`config.mk`:
```
export PLATFORM = sky130hd
export DESIGN_NAME = mips_step_ctrl
export DESIGN_NICKNAME = d
export VERILOG_FILES = /design/src/rtl/mips_step_ctrl.sv
export SDC_FILE = /design/constraint.sdc
export NUM_CORES = 1
export LEC_CHECK = 0
export CAP_MARGIN = 20
export CORE_MARGIN = 2
export CORE_UTILIZATION = 61
export DETAILED_ROUTE_END_ITERATION = 8
export GPL_TIMING_DRIVEN = 0
export PLACE_DENSITY = 0.84
export SLEW_MARGIN = 5
export SYNTH_ARGS = -nofsm -noshare
export SYNTH_HDL_FRONTEND = slang
export SYNTH_SLANG_ARGS = --single-unit
```
`constraint.sdc`:
```
create_clock -name clk -period 5.1 [get_ports clk]
set_input_delay 0.51 -clock clk [delete_from_list [all_inputs] [get_ports clk]]
set_output_delay 0.51 -clock clk [all_outputs]
set_load 0.02 [all_outputs]
```
`src/rtl/mips_step_ctrl.sv`:
```
// mips_step_ctrl: execution-rate controller producing a one-cycle clock enable for the multicycle MIPS core
// Ports:
//   clk       PLL clock, all logic on its rising edge
//   reset     synchronous active-low reset
//   mode      00 halt, 01 single step, 10 divided rate, 11 free-run
//   rate_sel  selects DIV0..DIV3 in divided mode
//   step_btn  raw asynchronous pushbutton, active-high
//   cpu_en    registered one-cycle enable to the core
//   tick_led  toggles on every cpu_en
//   cycle_cnt saturating count of cpu_en pulses
module mips_step_ctrl #(
  parameter int DIV_W      = 26,
  parameter int DIV0       = 50000000,
  parameter int DIV1       = 12500000,
  parameter int DIV2       = 500000,
  parameter int DIV3       = 5000,
  parameter int DEB_CYCLES = 500000,
  parameter int DEB_W      = 20,
  parameter int CNT_W      = 32
) (
  input  logic             clk,
  input  logic             reset,
  input  logic [1:0]       mode,
  input  logic [1:0]       rate_sel,
  input  logic             step_btn,
  output logic             cpu_en,
  output logic             tick_led,
  output logic [CNT_W-1:0] cycle_cnt
);
  logic             sync1, btn_s, btn_db, btn_db_q;
  logic [DEB_W-1:0] deb_cnt;
  logic [DIV_W-1:0] div_cnt, div_last, div_next;
  logic [1:0]       mode_q, rate_q;
  logic             change, en_next;
  always_comb begin
    div_last = rate_sel == 2'd0 ? DIV_W'(DIV0 - 1) :
               rate_sel == 2'd1 ? DIV_W'(DIV1 - 1) :
               rate_sel == 2'd2 ? DIV_W'(DIV2 - 1) : DIV_W'(DIV3 - 1);
    // a mode or rate change restarts the divider and suppresses the enable for that cycle
    change   = mode != mode_q || rate_sel != rate_q;
    div_next = (change || mode != 2'b10 || div_cnt == div_last) ? '0 : div_cnt + DIV_W'(1);
    // step pulses only on a debounced rise seen while already in step mode; other rises are dropped
    en_next  = !change && (mode == 2'b11 ||
                           (mode == 2'b10 && div_cnt == div_last) ||
                           (mode == 2'b01 && btn_db && !btn_db_q));
  end
  always_ff @(posedge clk) begin
    if (!reset) begin
      sync1     <= 1'b0;
      btn_s     <= 1'b0;
      btn_db    <= 1'b0;
      btn_db_q  <= 1'b0;
      deb_cnt   <= '0;
      div_cnt   <= '0;
      mode_q    <= mode;
      rate_q    <= rate_sel;
      cpu_en    <= 1'b0;
      tick_led  <= 1'b0;
      cycle_cnt <= '0;
    end else begin
      sync1    <= step_btn;
      btn_s    <= sync1;
      btn_db_q <= btn_db;
      if (btn_s == btn_db)
        deb_cnt <= '0;
      else if (deb_cnt == DEB_W'(DEB_CYCLES - 1)) begin
        btn_db  <= btn_s;
        deb_cnt <= '0;
      end else
        deb_cnt <= deb_cnt + DEB_W'(1);
      div_cnt <= div_next;
      mode_q  <= mode;
      rate_q  <= rate_sel;
      cpu_en  <= en_next;
      if (cpu_en) begin
        tick_led <= ~tick_led;
        if (~&cycle_cnt) cycle_cnt <= cycle_cnt + CNT_W'(1);
      end
    end
  end
endmodule

```
==> results.toml <==
[synth]
syn_avg_cell_area_sq_um = 8.93
synth_edf_count = 0
synth-xor-area-share_pct = 11.4
async_reset_ff_share_pct = 0
yosys.area.top_type = "dfxtp_1"
synthSimpleGateAreaFrac_pct = 29.3
syn_area_sq_mm = 0.00429
synth_warnings = 0
synth_nets = 496
synthMuxAreaShare_pct = 0.934
synth_cells = 480
synth_top_family_by_area = "simple AND/OR/NAND/NOR gates"
ys_types = 55
synth-seq-cells = 88
synthAdderAreaFrac_pct = 2.63
synth_flop_cell = "dfxtp_1"
yosys-top-cells-area = "dfxtp_1, xor2_1, nor2_1, xnor2_1, nand4_1"
synth_compound_area_share_pct = 11.6
seq_area_frac_synth_pct = 41.1
synth_top_area_share_pct = 41.1

[finish]
fill_cells = 507
multi_input_area_sq_mm = 0.00240
final_common_cell = "dfxtp_1"
nets = 547
fin_area_sq_mm = 0.00503
register_area_sq_mm = 0.00176
most-common-layout-cells = "dfxtp_1, nor2_1, clkdlybuf4s50_1"
area_growth_pct = 17.3
drive_gt1_share_pct = 7.30
antenna_cells = 0
finish.utilization_pct = 74.0

[route]
routedWlPerCell_um = 14.4
vias = 3666
ant_nets = 0
firstDrtPassIters = 5
routed_wl_um = 9090
drc_errors = 0
vias_per_cell = 5.82
drtIter0Drc = 138

[timing]
period_needed_ps = 2650
slew_viol_final = 0
min_period_over_period_pct = 51.9
setup_violations = 0
timing.fmax_mhz = 378
slew_headroom_pct = 41.3
rsz0062_at_grt = "false"
hold_viol = 0
timing.setup.tns_ps = 0
finalClockSkew_ps = 11.3
tightest_slew_ps = 868

[power_and_ir_drop]
power-per-cell-area_mw_per_mm2 = 253
leakage_nw = 1.62
ir_worst_vdd_mv = 0.206

[flow_run]
drv_cap = 0

[global_routing]
antenna_found_initial = 0
overflow = 0
grt_use_total_pct = 24.7
grt_pass1_wl_um = 15200
grt_pass1_vias = 3343
grt_max_degree = 14

[clocking]
htreeDepth = 3
clock_sinks = 88
clk_pin_slew_ps = 80
clockBufferDepth = 2
clk_latency_ps = 350
cts.root.buffer_cell = "clkbuf_8"
ctsResizeCount = 0
post_cts_buffers = 0
cts_tree = "built"
cts_hold_buffers = 0
cts_buffers = 9

[floorplan]
fp.dieH_um = 87.8
die_area_sq_mm = 0.00771
rows = 30
core_region_area_sq_mm = 0.00679
die_x_um = 87.8
ios = 41
initial_core_util_pct = 63.1

[outcome]
status = "complete, no violations"

[worst_setup_path]
worstSetupEndpointType = "flip-flop"
crit_path_max_fanout = 10
cp-start-kind = "primary input"
crit_type = "in -> reg"
arrival_ps = 2880
worstPathRequired_ps = 5340

[min_path]
min_path_type = "reg -> reg"

[placement]
gp_congestion = 0.885
post_dp_cell_area_sq_mm = 0.00481
dp_hpwl_um = 6540
port_buffers = 40
[registers in the layout (all words and copies together) (netlist names)]
register and count:
rate_q 2, tick_led 1, btn_db 1, deb_cnt 20, mode_q 2, btn_s 1
sync1 1, div_cnt 26, cpu_en 1, cycle_cnt 32, btn_db_q 1
[cell type report]
| class | instances | area share (%) |
|---|---|---|
| plain buffers | 15 | 1.64 |
| clock buffers | 10 | 2.54 |
| clock inverters | 4 | 1.89 |
| inverters | 12 | 0.896 |
| multi-input cells | 365 | 47.6 |
| flip-flops and latches | 88 | 35.0 |
| well taps | 96 | 2.39 |
| repair buffers | 40 | 7.96 |
[layer usage]
| layer | GRT usage (%) | part of all wire (%) | routed length (um) | vias to the layer above |
|---|---|---|---|---|
| met5 | 0 | 0 | 0 | - |
| met4 | 9.37 | 1.4 | 131 | 0 |
| met3 | 5.47 | 4.3 | 395 | 17 |
| met2 | 41.9 | 49 | 4460 | 96 |
| met1 | 30.7 | 45 | 4100 | 1748 |
| li1 | - | - | - | 1805 |
[final timing paths]
kind,slack (ps),cells after the start,start,to
worst max register to register,2860,6,div_cnt[14],div_cnt[6]
worst max-delay path,2450,9,rate_sel[0],div_cnt[6]
worst min-delay path,450,1,div_cnt[0],div_cnt[0]
worst min register to register,450,1,div_cnt[0],div_cnt[0]
[cells in the mapped netlist, types with 2 or more instances]
master and instances:
a21boi_1 9, nand4_1 23, o31ai_1 7, a21oi_1 3, and4_1 3, and4_2 2, a21boi_0 6, nor2_1 60
nor4_1 6, dfxtp_1 88, mux2i_1 4, inv_1 12, o21ai_0 19, o21a_1 2, o31ai_4 2, or3_1 14
o311ai_0 2, o2111ai_2 2, or3_2 3, and2_1 11, xnor2_1 20, nand3_1 28, o41ai_1 3, o211ai_1 4
buf_6 3, and3_1 6, clkbuf_1 9, nor4b_1 5, ha_1 9, nor2b_1 2, xor2_1 36, nand2_1 36
nor3_1 9, nand2b_1 9, buf_2 3
[stage by stage]
stage / setup slack (ps) / total power [mW] / hold slack, ps / std cells
finish: 2450 / 1.27 / 446 / 630
detailed placement: 2150 / 0.743 / 430 / 616
floorplan: 2960 / 0.729 / 412 / 480
CTS: 2500 / 1.29 / 451 / 630
global placement: 2150 / 0.741 / 418 / 616
global route: 2320 / 1.32 / 477 / 630
[critical path: stages]
cell and delay (ps):
clkdlybuf4s50_1 570, inv_1 130, ha_1 260, xnor2_1 130, o41ai_1 250, o2111ai_1 230, o21ai_2 410, buf_2 310
nor2_1 80
[logic make-up after synthesis]
logic type	Yosys count
AO/OA/AOI/OAI	66
multiplexers	4
AND/OR/NAND/NOR	230
flip-flops	88
buffers and inverters	27
adder cells (fa/ha/maj)	9
XOR/XNOR	56
[report_power, final]
part	switching [mW]	total (mW)	leakage (nW)	internal, mW
Sequential	0.00191	0.691	0.710	0.689
Combinational	0.0199	0.0354	0.798	0.0155
Clock	0.228	0.547	0.112	0.320
(Power assumes the default switching activity.)
==> patch: new RTL, config.mk and constraints unchanged <==
Change the parameter `CNT_W` from 32 to 36.
--- a/src/rtl/mips_step_ctrl.sv
+++ b/src/rtl/mips_step_ctrl.sv
@@ -18,3 +18,3 @@
   parameter int DEB_W      = 20,
-  parameter int CNT_W      = 32
+  parameter int CNT_W      = 36
 ) (
Interface: changed (resized cycle_cnt); port bits go from 41 to 45. The function was not compared with the original's and may differ.
==> patch against the original RTL <==
- power shrank 1.3%
- routed wire length grew 8.6%
- clock skew grew 2.2 ps
- register-to-register slack lost 460 ps
- worst setup slack lost 460 ps
- sequential cell count grew 4
- area after synthesis grew 3.7%
- fmax shrank 15%
- count of clock-buffer cells in the layout grew 1
- critical path type unchanged
- final area grew 3.6%
==> patch: results <==
group,metric,value,unit
final_layout,multi_input_cells,390,
clock_network,clk-insertion-delay-late,370,ps
logic_synthesis,synthXorXnorAreaFrac,11.40,%
detailed_routing,avgRoutedWirePerCell,14.64,um
detailed_routing,dr_wl_met3,438,um
final_layout,largestRegisters,"cycle_cnt: 36 flops, div_cnt: 26 flops, deb_cnt: 20 flops",
grt,grtUsageMet2,41.62,%
grt,use_met3,4.709,%
worst_setup_path,r2r-start,"cycle_cnt[0]",
final_layout,nNetsFinal,586,
logic_synthesis,synthMuxAreaShare,1.126,%
grt,grt_max_degree,15,
placement,gp_congestion,0.8823,
detailed_routing,firstDrtPassIters,4,
final_layout,clkbuf_count,11,
placement,io_buffers,44,
logic_synthesis,ys_ff_latch,92,
grt,grtUsageTotal,25.82,%
grt,grt.met1_usage,33.76,%
power,p_int,0.9843,mW
worst_setup_path,cp_data_arrival_time,3340,ps
logic_synthesis,synthAdderAreaFrac,2.533,%
detailed_routing,wl,9867,um
status,status,"finished clean",
final_layout,multi_input_area,2466,sq um
timing,maxSlewHeadroom,32.02,%
logic_synthesis,syn_nets,531,
logic_synthesis,synth.area.top_cells,"dfxtp_1 (41%), nor2_1 (6.2%), xnor2_1 (5.7%), xor2_1 (5.3%), nand3_1 (3.7%)",
worst_setup_path,rr_worst_depth,8,
power,p_leak,1.594,nW
final_layout,seq_area,1842,sq um
detailed_routing,m1WireLength,4479,um
logic_synthesis,synth_common_cells,"dfxtp_1 (92), nor2_1 (73), nand2_1 (39), nand3_1 (33), xnor2_1 (29)",
detailed_routing,first_iter_violations,234,
-- patch: changes by cell type after synthesis, moves of 7 or more --
| cell | before | now |
|---|---|---|
| clkbuf_1 | 9 | 16 |
| xnor2_1 | 20 | 29 |
| a21oi_1 | 3 | 20 |
| a21boi_1 | 9 | 0 |
| and2_1 | 11 | 4 |
| xor2_1 | 36 | 27 |
| nor2_1 | 60 | 73 |
| o21ai_0 | 19 | 12 |
| or4_1 | 1 | 9 |
-- patch: through the flow --
stage / hold WS, ps / util (%)
finish: 451.0 / 73.02
global route: 470.5 / 73.02
CTS: 458.2 / 73.02
detailed placement: 438.8 / 70.20
global placement: 414.8 / 70.20
floorplan: 411.9 / -
-- patch: power by group through the flow --
stage / clock (mW) / combinational, mW / sequential [mW]
after floorplan: 0 / 0.0212 / 0.739
after global placement: 0 / 0.0344 / 0.739
after detailed placement: 0 / 0.0357 / 0.739
after CTS: 0.506 / 0.0358 / 0.722
after global routing: 0.532 / 0.0394 / 0.723
final: 0.500 / 0.0359 / 0.722
-- patch: kinds of logic (layout without fill, tap and decap cells) --
kind of cell             count (synthesis)  in the layout
AO/OA/AOI/OAI                           67             67
AND/OR/NAND/NOR                        252            252
multiplexers                             5              5
flip-flops                              92             92
adder cells (fa/ha/maj)                  9              9
XOR/XNOR                                57             57
buffers and inverters                   33             93
-- patch: worst max-delay path by stage --
stage,slack [ps],endpoint,from,depth (start not counted)
after floorplan,2660,cycle_cnt[0],cycle_cnt[0],8
after global placement,1760,div_cnt[16],rate_sel[1],9
after detailed placement,1670,div_cnt[13],rate_sel[1],9
after CTS,2050,div_cnt[16],rate_sel[1],9
after global routing,1780,div_cnt[13],rate_sel[1],9
final,1990,div_cnt[16],rate_sel[1],9
